**src/rtl/mac_sched.sv**
```systemverilog
// Job sequencer for the neuron MAC unit: walks every (layer, sample, neuron) triple,
// issues one MAC job per triple and writes each 64-bit result to the layer output buffer.
//
// Handshakes: mac_start is a one-cycle strobe; the job completes on the first cycle
// mac_done is high while waiting. A buffer write completes on a cycle with wr_en=1 and
// wr_ready=1; wr_en, wr_addr and wr_data stay stable until that cycle.
module mac_sched #(
    parameter int IDX_W   = 32,
    parameter int ADDR_W  = 16,
    parameter int TIMEOUT = 64
) (
    input  logic              clk,
    input  logic              rst_n,
    input  logic              start,
    input  logic [IDX_W-1:0]  cfg_samples,
    input  logic [IDX_W-1:0]  cfg_neurons,
    input  logic [IDX_W-1:0]  cfg_layers,
    output logic              busy,
    output logic              done,
    output logic              err,
    output logic              mac_start,
    output logic [IDX_W-1:0]  mac_sample,
    output logic [IDX_W-1:0]  mac_neuron,
    output logic [IDX_W-1:0]  mac_layer,
    input  logic              mac_done,
    input  logic [63:0]       mac_result,
    output logic              wr_en,
    output logic [ADDR_W-1:0] wr_addr,
    output logic [63:0]       wr_data,
    input  logic              wr_ready,
    output logic [2:0]        dbg_state
);

    typedef enum logic [2:0] {
        S_IDLE  = 3'd0,
        S_ISSUE = 3'd1,
        S_WAIT  = 3'd2,
        S_WRITE = 3'd3,
        S_NEXT  = 3'd4,
        S_FIN   = 3'd5,
        S_ERR   = 3'd6
    } state_t;

    localparam int TW = $clog2(TIMEOUT + 1);
    localparam logic [IDX_W-1:0] ONE = IDX_W'(1);
    localparam logic [TW-1:0] T_LAST = TW'(TIMEOUT - 1);

    state_t            state;
    logic [IDX_W-1:0]  n_samples;
    logic [IDX_W-1:0]  n_neurons;
    logic [IDX_W-1:0]  n_layers;
    logic [TW-1:0]     tcnt;
    logic [ADDR_W-1:0] lin_addr;

    // Linear buffer address; the product wraps modulo 2^ADDR_W by design.
    assign lin_addr  = ADDR_W'(mac_sample * n_neurons + mac_neuron);
    assign dbg_state = state;

    always_ff @(posedge clk) begin
        if (!rst_n) begin
            state      <= S_IDLE;
            n_samples  <= '0;
            n_neurons  <= '0;
            n_layers   <= '0;
            tcnt       <= '0;
            busy       <= 1'b0;
            done       <= 1'b0;
            err        <= 1'b0;
            mac_start  <= 1'b0;
            mac_sample <= '0;
            mac_neuron <= '0;
            mac_layer  <= '0;
            wr_en      <= 1'b0;
            wr_addr    <= '0;
            wr_data    <= '0;
        end else begin
            done <= 1'b0;
            case (state)
                S_IDLE: begin
                    if (start) begin
                        n_samples  <= cfg_samples;
                        n_neurons  <= cfg_neurons;
                        n_layers   <= cfg_layers;
                        err        <= 1'b0;
                        busy       <= 1'b1;
                        tcnt       <= '0;
                        mac_sample <= '0;
                        mac_neuron <= '0;
                        mac_layer  <= '0;
                        if (cfg_samples == '0 || cfg_neurons == '0 || cfg_layers == '0) begin
                            state <= S_FIN;
                        end else begin
                            mac_start <= 1'b1;
                            state     <= S_ISSUE;
                        end
                    end
                end

                S_ISSUE: begin
                    mac_start <= 1'b0;
                    tcnt      <= '0;
                    state     <= S_WAIT;
                end

                S_WAIT: begin
                    // A result arriving on the last allowed cycle still wins over the timeout.
                    if (mac_done) begin
                        wr_data <= mac_result;
                        wr_addr <= lin_addr;
                        wr_en   <= 1'b1;
                        state   <= S_WRITE;
                    end else if (tcnt == T_LAST) begin
                        err   <= 1'b1;
                        busy  <= 1'b0;
                        state <= S_ERR;
                    end else begin
                        tcnt <= tcnt + 1'b1;
                    end
                end

                S_WRITE: begin
                    if (wr_ready) begin
                        wr_en <= 1'b0;
                        state <= S_NEXT;
                    end
                end

                S_NEXT: begin
                    if (mac_neuron == n_neurons - ONE) begin
                        mac_neuron <= '0;
                        if (mac_sample == n_samples - ONE) begin
                            mac_sample <= '0;
                            if (mac_layer == n_layers - ONE) begin
                                mac_layer <= '0;
                                state     <= S_FIN;
                            end else begin
                                mac_layer <= mac_layer + ONE;
                                mac_start <= 1'b1;
                                state     <= S_ISSUE;
                            end
                        end else begin
                            mac_sample <= mac_sample + ONE;
                            mac_start  <= 1'b1;
                            state      <= S_ISSUE;
                        end
                    end else begin
                        mac_neuron <= mac_neuron + ONE;
                        mac_start  <= 1'b1;
                        state      <= S_ISSUE;
                    end
                end

                S_FIN: begin
                    done  <= 1'b1;
                    busy  <= 1'b0;
                    state <= S_IDLE;
                end

                S_ERR: begin
                    mac_start <= 1'b0;
                    wr_en     <= 1'b0;
                    state     <= S_IDLE;
                end

                default: state <= S_IDLE;
            endcase
        end
    end

endmodule

```
**config.mk**
```make
export PLATFORM = sky130hd
export DESIGN_NAME = mac_sched
export DESIGN_NICKNAME = d
export VERILOG_FILES = /design/src/rtl/mac_sched.sv
export SDC_FILE = /design/constraint.sdc
export NUM_CORES = 1
export LEC_CHECK = 0
export ABC_AREA = 1
export BUFFER_PORTS_ARGS = -buffer_cell sky130_fd_sc_hd__buf_2
export CAP_MARGIN = 20
export CORE_MARGIN = 2
export CORE_UTILIZATION = 45
export CTS_BUF_LIST = sky130_fd_sc_hd__clkbuf_8
export DETAILED_ROUTE_END_ITERATION = 6
export PLACE_DENSITY = 0.66
export SKIP_CTS_REPAIR_TIMING = 1
export SYNTH_ARGS = -nofsm -noshare
export SYNTH_HDL_FRONTEND = slang
export SYNTH_SLANG_ARGS = --single-unit
```
**constraint.sdc**
```tcl
create_clock -name clk -period 15.2 [get_ports clk]
set_clock_uncertainty 0.05 [all_clocks]
set_input_delay 0.76 -clock clk [delete_from_list [all_inputs] [get_ports clk]]
set_output_delay 0.76 -clock clk [all_outputs]
set_load 0.005 [all_outputs]
```
Word level (Yosys, flattened, before mapping)

Index checks and enable logic that the tools add are counted.

Register bits: 287
Bits in latches: 0
Bits in writable memories: 0
ROM bits: 0
Output and inout bits: 184
Word-level logic and storage cells: 110
Memories: 0

$add $sub $neg: 8
Multipliers: 1
Divide/modulo/power cells: 0
Order comparisons: 0
Equality and inequality tests: 21
Shift operators: 0
Muxes and demuxes: 41
Bitwise gates (word level): 0
Reduce and logical (&&, ||, !) cells: 24

Operator list:

| operator              | count |
|---|---|
| $mux 32               | 7 |
| $pmux 32 s2           | 3 |
| $add 32x1->32 const B | 3 |
| $eq 32x32->1          | 3 |
| $logic_not 32->1      | 3 |
| $sub 32x1->32 const B | 3 |
| $mul 32x32->16        | 1 |
| $mux 3                | 8 |
| $mux 7                | 3 |
| $pmux 7 s3            | 1 |
| $reduce_and 4->1      | 5 |
| $ne 2x2->1 const B    | 9 |
| $add 16x16->16        | 1 |
| $pmux 3 s5            | 1 |
| $mux 1                | 14 |
| $reduce_bool 3->1     | 4 |
| $eq 3x3->1 const B    | 3 |
| $pmux 1 s3            | 3 |
| $reduce_and 3->1      | 3 |
| $add 7x1->7 const B   | 1 |
| $eq 7x6->1 const B    | 1 |
| $eq 3x2->1 const B    | 2 |
| $reduce_and 2->1      | 3 |
| $ne 4x4->1 const B    | 1 |
| other kinds (7)       | 9 |

Longest topological paths before layout

Gate-level depths: netlist of run 1.

Word-level depth: 6
Depth in mapped cells: 26

Worst setup path before layout of run 1

OpenSTA, ideal clock, no wires.

Path kind: register to register
From: register mac_sample[5]
To: register wr_addr[15]
Setup time: 0.109 ns
Arrival: 4.989 ns
Data required time: 15.041 ns
Setup slack: 10.052 ns
Stages on the path, launching flop included: 25
Path buffers: 2
Period minus slack after synthesis: 5.148 ns
Cells stage by stage: dfxtp_1 clkbuf_1 clkbuf_1 nand2_1 inv_1 fa_1 inv_1 fa_1 fa_1 fa_1 inv_1 fa_1 inv_1 fa_1 inv_1 ha_1 nand2_1 nor3_1 nand2_1 o311ai_0 a31oi_1 nand3_1 nand3_1 nand2_1 inv_1

Longest elaborated chain between the ends: 2

Ends and longest elaborated chain:

| element                | line | source |
|---|---|---|
| start, declared        | 22   | `output logic [IDX_W-1:0] mac_sample,` |
| start signal, assigned | 142  | `mac_sample <= mac_sample + ONE;` |
| $mul 32x32->16         | 56   | `assign lin_addr = ADDR_W'(mac_sample * n_neurons + mac_neuron);` |
| $add 16x16->16         | 56   |  |
| end signal, assigned   | 109  | `wr_addr <= lin_addr;` |
| end, declared          | 28   | `output logic [ADDR_W-1:0] wr_addr,` |

Every way passes these cells.
A chain may end at the register's enable or synchronous reset.

Worst setup path in the final report of run 1

From: register n_neurons[2]
To: register wr_addr[15]

Longest elaborated chain between the ends: 2

Ends and longest elaborated chain:

| element                | line | source |
|---|---|---|
| start, declared        | 50   | `logic [IDX_W-1:0] n_neurons;` |
| start signal, assigned | 82   | `n_neurons <= cfg_neurons;` |
| $mul 32x32->16         | 56   |  |
| $add 16x16->16         | 56   |  |

Every way passes these cells.

==> summary.md, run 1 <==
| Metric | Value |
|---|---|
| Status | finished, final reports clean |
| Final hold violation count | 0 |
| Power per standard cell area | between 150 and 200 mW/mm^2 |
| Final min period | around 5.7 ns |
| Worst hold path class | in -> reg |
| Commonest non-fill, non-tap cell in the layout | nand2_1 |
| I/O Buffers | about 350 |
| CP endpoint kind | flip-flop |
| Setup violators final | 0 |
| Leak | between 10 and 15 nW |
| Vias | around 22,000 |
| Iter 0 DRT Violations | around 1,600 |
| Area grow syn2layout | 13.7% |
| TritonRoute pass-1 iters | 5 |
| Synthesized flop and latch total | roughly 290 |
| Syn avg cell area | roughly 6.6 sq um |
| First-pass GRT wire length | around 110 mm |
| R2R cell count | 20 |
| CTS max path bufs | 3 |
| Nets@finish | 3,961 |
| Most used cell, CP | fa_1 |
| Clk_lat worst skew | roughly 0.66 ns |
| Max Cap Viol | 0 |
| Synth warnings | 0 |
| Critical path required time | around 16 ns |
| Number of global-route vias before repair | between 20,000 and 25,000 |
| Worst rel slew slack | 41.5% |
| Most frequent cells in the layout | nand2_1, nor2_1, inv_1 |
| Initial antenna violation count | 1 |
| Worst path arrival time | around 6.2 ns |
| Total negative slack | 0 ns |
| Via density | 5.07 |
| Post-route ant nets | 0 |
| Largest area contributor in the netlist | dfxtp_1 |
| Synth area leaders | dfxtp_1, nand2_1, nor2_1 |
| Slowest-stage cell, CP | dfxtp_1 |
| Gate Count Post-Synth | around 3,400 |
| Drt wl/cell | between 15 and 20 um |
| Pre-CTS setup slack | approximately 9.5 ns |
| Peak fanout along the critical path | 18 |
| Final GP Congestion | about 0.95 |
| Share of cells above drive strength 1 | a little over an eighth |
| Final max-slew violation count | 0 |
| CP cell instances | nand2_1, fa_1, fa_1, inv_1, fa_1, fa_1, fa_1, inv_1, fa_1, inv_1, ha_1, inv_1, nor3_1, nand2_1, o311ai_0, a31oi_1, nand3_1, nand3_1, nand2_1, inv_1 |
| Hold depth | 3 |
| CTS Sinks | 287 |
| Final Non-Filler Cells | ~4,400 |
| Worst-Margin Slew | between 0.8 and 0.9 ns |
| Critical Path Max Stage Delay | ~0.85 ns |
| Final WL | ~70 mm |
| Cell row count | between 80 and 90 |
| RSZ-0062 raised after global routing | false |
| Yosys top cell area share | 25.8% |
| # DRC | 0 |
| # fillers | around 5,200 |
| Inst Count DP | approximately 4,300 |
| CTS root buf | clkbuf_8 |
| Worst setup path class | reg -> reg |
| Total track usage | 27.6% |
| Total design power | approximately 4.0 mW |
| Die width | roughly 230 um |
| H-tree depth | 2 |
| GR Overflow Total | 0 |
| Post-synthesis net count | about 3,700 |
| Mapped cell area | roughly 0.022 sq mm |
| Initial Util | between 40% and 50% |
| DIE AREA | between 0.05 and 0.06 sq mm |
| Ports | roughly 350 |
| Netlist cell types | 48 |
| Worst-path clk slew | 0.06 ns |
| Cts bufs inserted | 53 |
| Die Height | about 230 um |
| Post-synthesis sequential area ratio | about a quarter |
| Setup WS post-layout | around 9.5 ns |
| Core Region | approximately 0.05 sq mm |
| VDD IR max | just under 0.00008 V |
| Max Fclk | roughly 0.17 GHz |
| DP Wirelength | 53.4 mm |
| Tcrit/Tclk final | a little under two fifths |
| Nature of the critical path startpoint | flip-flop |
| TritonCTS clock tree | yes |
| Largest net degree at the start of global routing | between 100 and 150 |
worst max-delay path: cells and delay by family (launching register included):
family / cells / cell delay [ns]
flops: 1 / 0.85
fa+ha+maj: 7 / 3.40
buf+inv: 5 / 0.28
simple gates: 6 / 0.78
compound gates: 2 / 0.22
final cells by class:
cell class / count / area (sq um) / area share, %
antenna: 2 / 5.00 / 0.0198
clock buffer: 66 / 908 / 3.59
clock inverter: 32 / 236 / 0.934
inverter: 506 / 1900 / 7.51
multi-input combinational: 2438 / 13900 / 54.8
sequential: 287 / 5750 / 22.7
tap: 664 / 831 / 3.28
timing repair buffer: 357 / 1820 / 7.17
per-stage QoR:
stage | instance area (sq um) | util (%) | hold WS, ns
5_1_grt | 25300 | 51.8 | 0.240
3_3_place_gp | 24200 | 49.5 | 0.391
3_5_place_dp | 24200 | 49.5 | 0.404
2_1_floorplan | 22300 | - | 0.392
4_1_cts | 25300 | 51.8 | 0.213
6_report | 25300 | 51.8 | 0.268
flip-flops by register name, summed over array words and instances (netlist names):
register    cells
tcnt            7
wr_en           1
n_samples      32
done            1
busy            1
mac_sample     32
wr_addr        16
wr_data        64
mac_layer      32
n_neurons      32
mac_neuron     32
n_layers       32
mac_start       1
dbg_state       3
err             1
Yosys cell counts, drive strengths merged:
cell type  count
nand2        680
nor2         628
inv          502
dfxtp        287
o21ai        217
xor2         168
nand3        153
a21oi        129
clkbuf       109
fa            94
nand4         81
ha            59
nor3          59
buf           54
nor4          52
xnor2         50
or2           17
nand3b        14
o21bai        14
xnor3          8
clkinv         4
a211oi         2
a21o           2
a31oi          2
and2           2
o31ai          2
and3           1
nor3b          1
o2111ai        1
o221a          1
o311ai         1
cells by family after synthesis:
group,after synthesis,share of synthesized area [%]
buffers and inverters,669,11.9
AOI/OAI and AO/OA,371,8.66
xor gates and xnor gates,226,9.39
DFF,287,25.8
adders and majority gates,153,11.8
and+or+nand+nor,1688,32.4
routing by layer:
layer | up-vias | track usage (%) | wire, um
li1 | 11100 | - | -
met1 | 10100 | 37.2 | 32300
met2 | 741 | 44.3 | 31800
met3 | 106 | 6.71 | 5680
met4 | 0 | 7.39 | 1490
met5 | - | 0 | 0
report_power, final:
part	leakage (nW)	switching [mW]	internal [mW]
clock network	0.656	0.363	0.446
registers	2.35	0.319	0.942
logic	9.80	1.24	0.687
path summary, 6_finish.rpt:
| path | from | slack, ns | end |
|---|---|---|---|
| setup / recovery | n_neurons[2]$_SDFFE_PN0P_ | 9.47 | wr_addr[15]$_SDFFE_PN0P_ |
| hold / removal | mac_result[6] | 0.27 | wr_data[6]$_SDFFE_PN0P_ |
| setup reg to reg | n_neurons[2]$_SDFFE_PN0P_ | 9.47 | wr_addr[15]$_SDFFE_PN0P_ |
| hold reg to reg | mac_start$_SDFFE_PN0P_ | 0.40 | mac_start$_SDFFE_PN0P_ |
Note: power is estimated with default switching activity, not from simulation.
==> run 2, diff against run 1 <==
Settings changed: ABC_AREA 1 to 0.
Clock period 15.2 ns to 5.3 ns, I/O delays scaled along.
==> summary.md, run 2 <==
| Metric | Value |
|---|---|
| Status | finished, final reports clean |
| Worst setup path class | reg -> reg |
| Largest net degree at the start of global routing | 125 (+3.3%) |
| Max reg flops | 64 (unchanged) |
| Core Region | 0.0434 sq mm (-11%) |
| Nature of the critical path startpoint | flip-flop |
| Total negative slack | 0 ns (unchanged) |
| Synth area leaders | dfxtp_1, nand2_1, fa_1 |
| Area grow syn2layout | 27.4% |
| GR Overflow Total | 0 (unchanged) |
| # fillers | 4,009 (-22%) |
| Worst path top cell family by delay | adder cells |
| Post-synthesis sequential area ratio | 28.9% (+3.1 points) |
| Mapped cell area | 0.0199 sq mm (-11%) |
| CP endpoint kind | flip-flop |
| Initial antenna violation count | 1 (unchanged) |
| Nets@finish | 3,399 (-14%) |
| Leak | 10.8 nW (-16%) |
| Max Cap Viol | 0 (unchanged) |
| VDD IR max | 0.000149 V (+91%) |
| Synthesized flop and latch total | 287 (unchanged) |
| Critical Path Max Stage Delay | 0.52 ns (-0.33 ns) |
| Final max-slew violation count | 0 (unchanged) |
| Synth cell count leaders | nand2_1, dfxtp_1, a21oi_1 |
| Vias | 20,600 (-6.7%) |
| TritonCTS clock tree | yes |
| Tcrit/Tclk final | 99.1% (+61 points) |
| CTS max path bufs | 3 (unchanged) |
| DIE AREA | 0.0458 sq mm (-11%) |
| Synth warnings | 0 (unchanged) |
| Most used cell, CP | fa_1 |
| Final Core Density | 58.4% (+6.5 points) |
| Netlist cell types | 81 (+69%) |
| Pre-CTS setup slack | -0.113 ns (-9.66 ns) |
| Worst rel slew slack | 22.9% (-19 points) |
| CTS Sinks | 287 (unchanged) |
| Worst-Margin Slew | 1.15 ns (+0.280 ns) |
| Yosys top cell area share | 28.9% (+3.1 points) |
| Largest Register | wr_data |
| Design Area, Final | 0.0253 sq mm (about the same) |
| Worst-path clk slew | 0.06 ns (about the same) |
| Count leader, synth | nand2_1 |
| Largest area contributor in the netlist | dfxtp_1 |
| Drt wl/cell | 18.8 um (+15%) |
| Commonest non-fill, non-tap cell in the layout | nand2_1 |
| Ys flop type | dfxtp_1 |
| Final WL | 69.5 mm (-2.4%) |
| Worst hold path class | in -> reg |
| Ports | 349 (unchanged) |
| Worst path arrival time | 5.66 ns (-0.54 ns) |
| Iter 0 DRT Violations | 1,536 (-3.6%) |
| Syn avg cell area | 7.66 sq um (+17%) |
| Gate Count Post-Synth | 2,592 (-24%) |
| Max Fclk | 0.190 GHz (+9.1%) |
| Final hold violation count | 0 (unchanged) |
| DP Wirelength | 50.6 mm (-5.3%) |
| Most frequent cells in the layout | nand2_1, buf_2, dfxtp_1 |
| CTS root buf | clkbuf_8 |
| Power per standard cell area | 237 mW/mm^2 (+50%) |
| Cts bufs inserted | 51 (-3.8%) |
| Final Non-Filler Cells | 3,704 (-15%) |
| TritonRoute pass-1 iters | 7 (+2) |
| Final GP Congestion | 0.935 (-1.2%) |
| Async S/R FF share, synth | 0% (unchanged) |
| Final min period | 5.25 ns (-0.476 ns) |
| CP cell instances | and2_4, fa_1, inv_1, fa_1, fa_1, fa_1, inv_1, fa_1, inv_1, fa_1, inv_2, ha_4, and2_4, o21a_1, a211o_1, a21o_1, a21oi_2, xnor2_1, a211oi_1 |
| Peak fanout along the critical path | 6 (-12) |
| Setup violators final | 0 (unchanged) |
| Via density | 5.56 (+9.6%) |
| Cell row count | 76 (-6.2%) |
| Dpl cell area | 0.0224 sq mm (-7.3%) |
| Post-route ant nets | 0 (unchanged) |
| # DRC | 0 (unchanged) |
| Number of enable flip-flop cells after synthesis | 0 (unchanged) |
| I/O Buffers | 348 (unchanged) |
| Buf/Inv on CP | 4 (-1) |
| Critical path required time | 5.71 ns (-9.96 ns) |
| H-tree depth | 2 (unchanged) |
| Slowest-stage cell, CP | fa_1 |
| Post-synthesis net count | 2,910 (-22%) |
| Number of global-route vias before repair | 19,400 (-8.0%) |
| Initial Util | 45.8% (+0.24 points) |
| Total track usage | 28.5% (+0.81 points) |
| RSZ-0062 raised after global routing | true |
| Clk_lat worst skew | 0.64 ns (-0.02 ns) |
| Share of cells above drive strength 1 | 18.7% (+5.1 points) |
| Die width | 214 um (-5.4%) |
| First-pass GRT wire length | 105 mm (-6.8%) |
| Die Height | 214 um (-5.4%) |
| Setup WS post-layout | 0.0453 ns (-9.42 ns) |
| Inst Count DP | 3,449 (-19%) |
[run 2: layout make-up]
type	instances	area [sq um]	share of cell area (%)
Tap cell	585	732	2.89
Clock buffer	67	922	3.64
Timing Repair Buffer	596	4030	15.9
Multi-Input combinational cell	1947	12900	50.8
Sequential cell	287	5780	22.8
Clock inverter	23	233	0.919
Inverter	198	748	2.96
Antenna cell	1	2.50	0.00989
[run 2: routing by layer]
layer / part of all wire, % / wire length (um) / GRT usage [%]
met4: 4.2 / 2910 / 11.9
met3: 7.3 / 5060 / 4.85
met5: 0 / 0 / 0
met1: 41 / 28800 / 37.2
met2: 47 / 32700 / 46.6
[run 2: report_power, final]
group / switching (mW) / internal [mW] / total, mW
Clock: 0.997 / 1.37 / 2.37
Sequential: 0.127 / 2.25 / 2.37
Combinational: 0.742 / 0.528 / 1.27
[run 2: path summary, 6_finish.rpt]
kind                                                 from                        end  slack (ns)  cells after the start
worst max register to register  n_neurons[4]$_SDFFE_PN0P_   wr_addr[15]$_SDFFE_PN0P_        0.05                     19
worst max-delay path            n_neurons[4]$_SDFFE_PN0P_   wr_addr[15]$_SDFFE_PN0P_        0.05                     19
worst min-delay path                             mac_done  dbg_state[0]$_SDFFE_PN0P_        0.04                      3
worst min register to register    wr_addr[6]$_SDFFE_PN0P_    wr_addr[6]$_SDFFE_PN0P_        0.40                      2
[run 2: cell families after synthesis]
group / synth area share [%]
compound gates: 13.3
xor+xnor: 8.80
fa+ha+maj: 13.2
buf+inv: 6.91
flops: 28.9
mux: 0.731
simple gates: 28.1
[run 2: worst register-to-register path, delay by kind of cell (launching register included)]
family / cells / cell delay (ns)
flops: 1 / 0.37
simple gates: 2 / 0.32
buf+inv: 4 / 0.20
fa+ha+maj: 7 / 3.17
compound gates: 5 / 0.83
xor+xnor: 1 / 0.12
[run 2: per-stage QoR]
| step | hold WS, ns | total power [mW] |
|---|---|---|
| after floorplan | 0.351 | 3.17 |
| after global placement | 0.389 | 3.54 |
| after detailed placement | 0.394 | 3.56 |
| after CTS | -0.238 | 5.93 |
| after global routing | 0.0424 | 6.27 |
| final | 0.0365 | 6.01 |
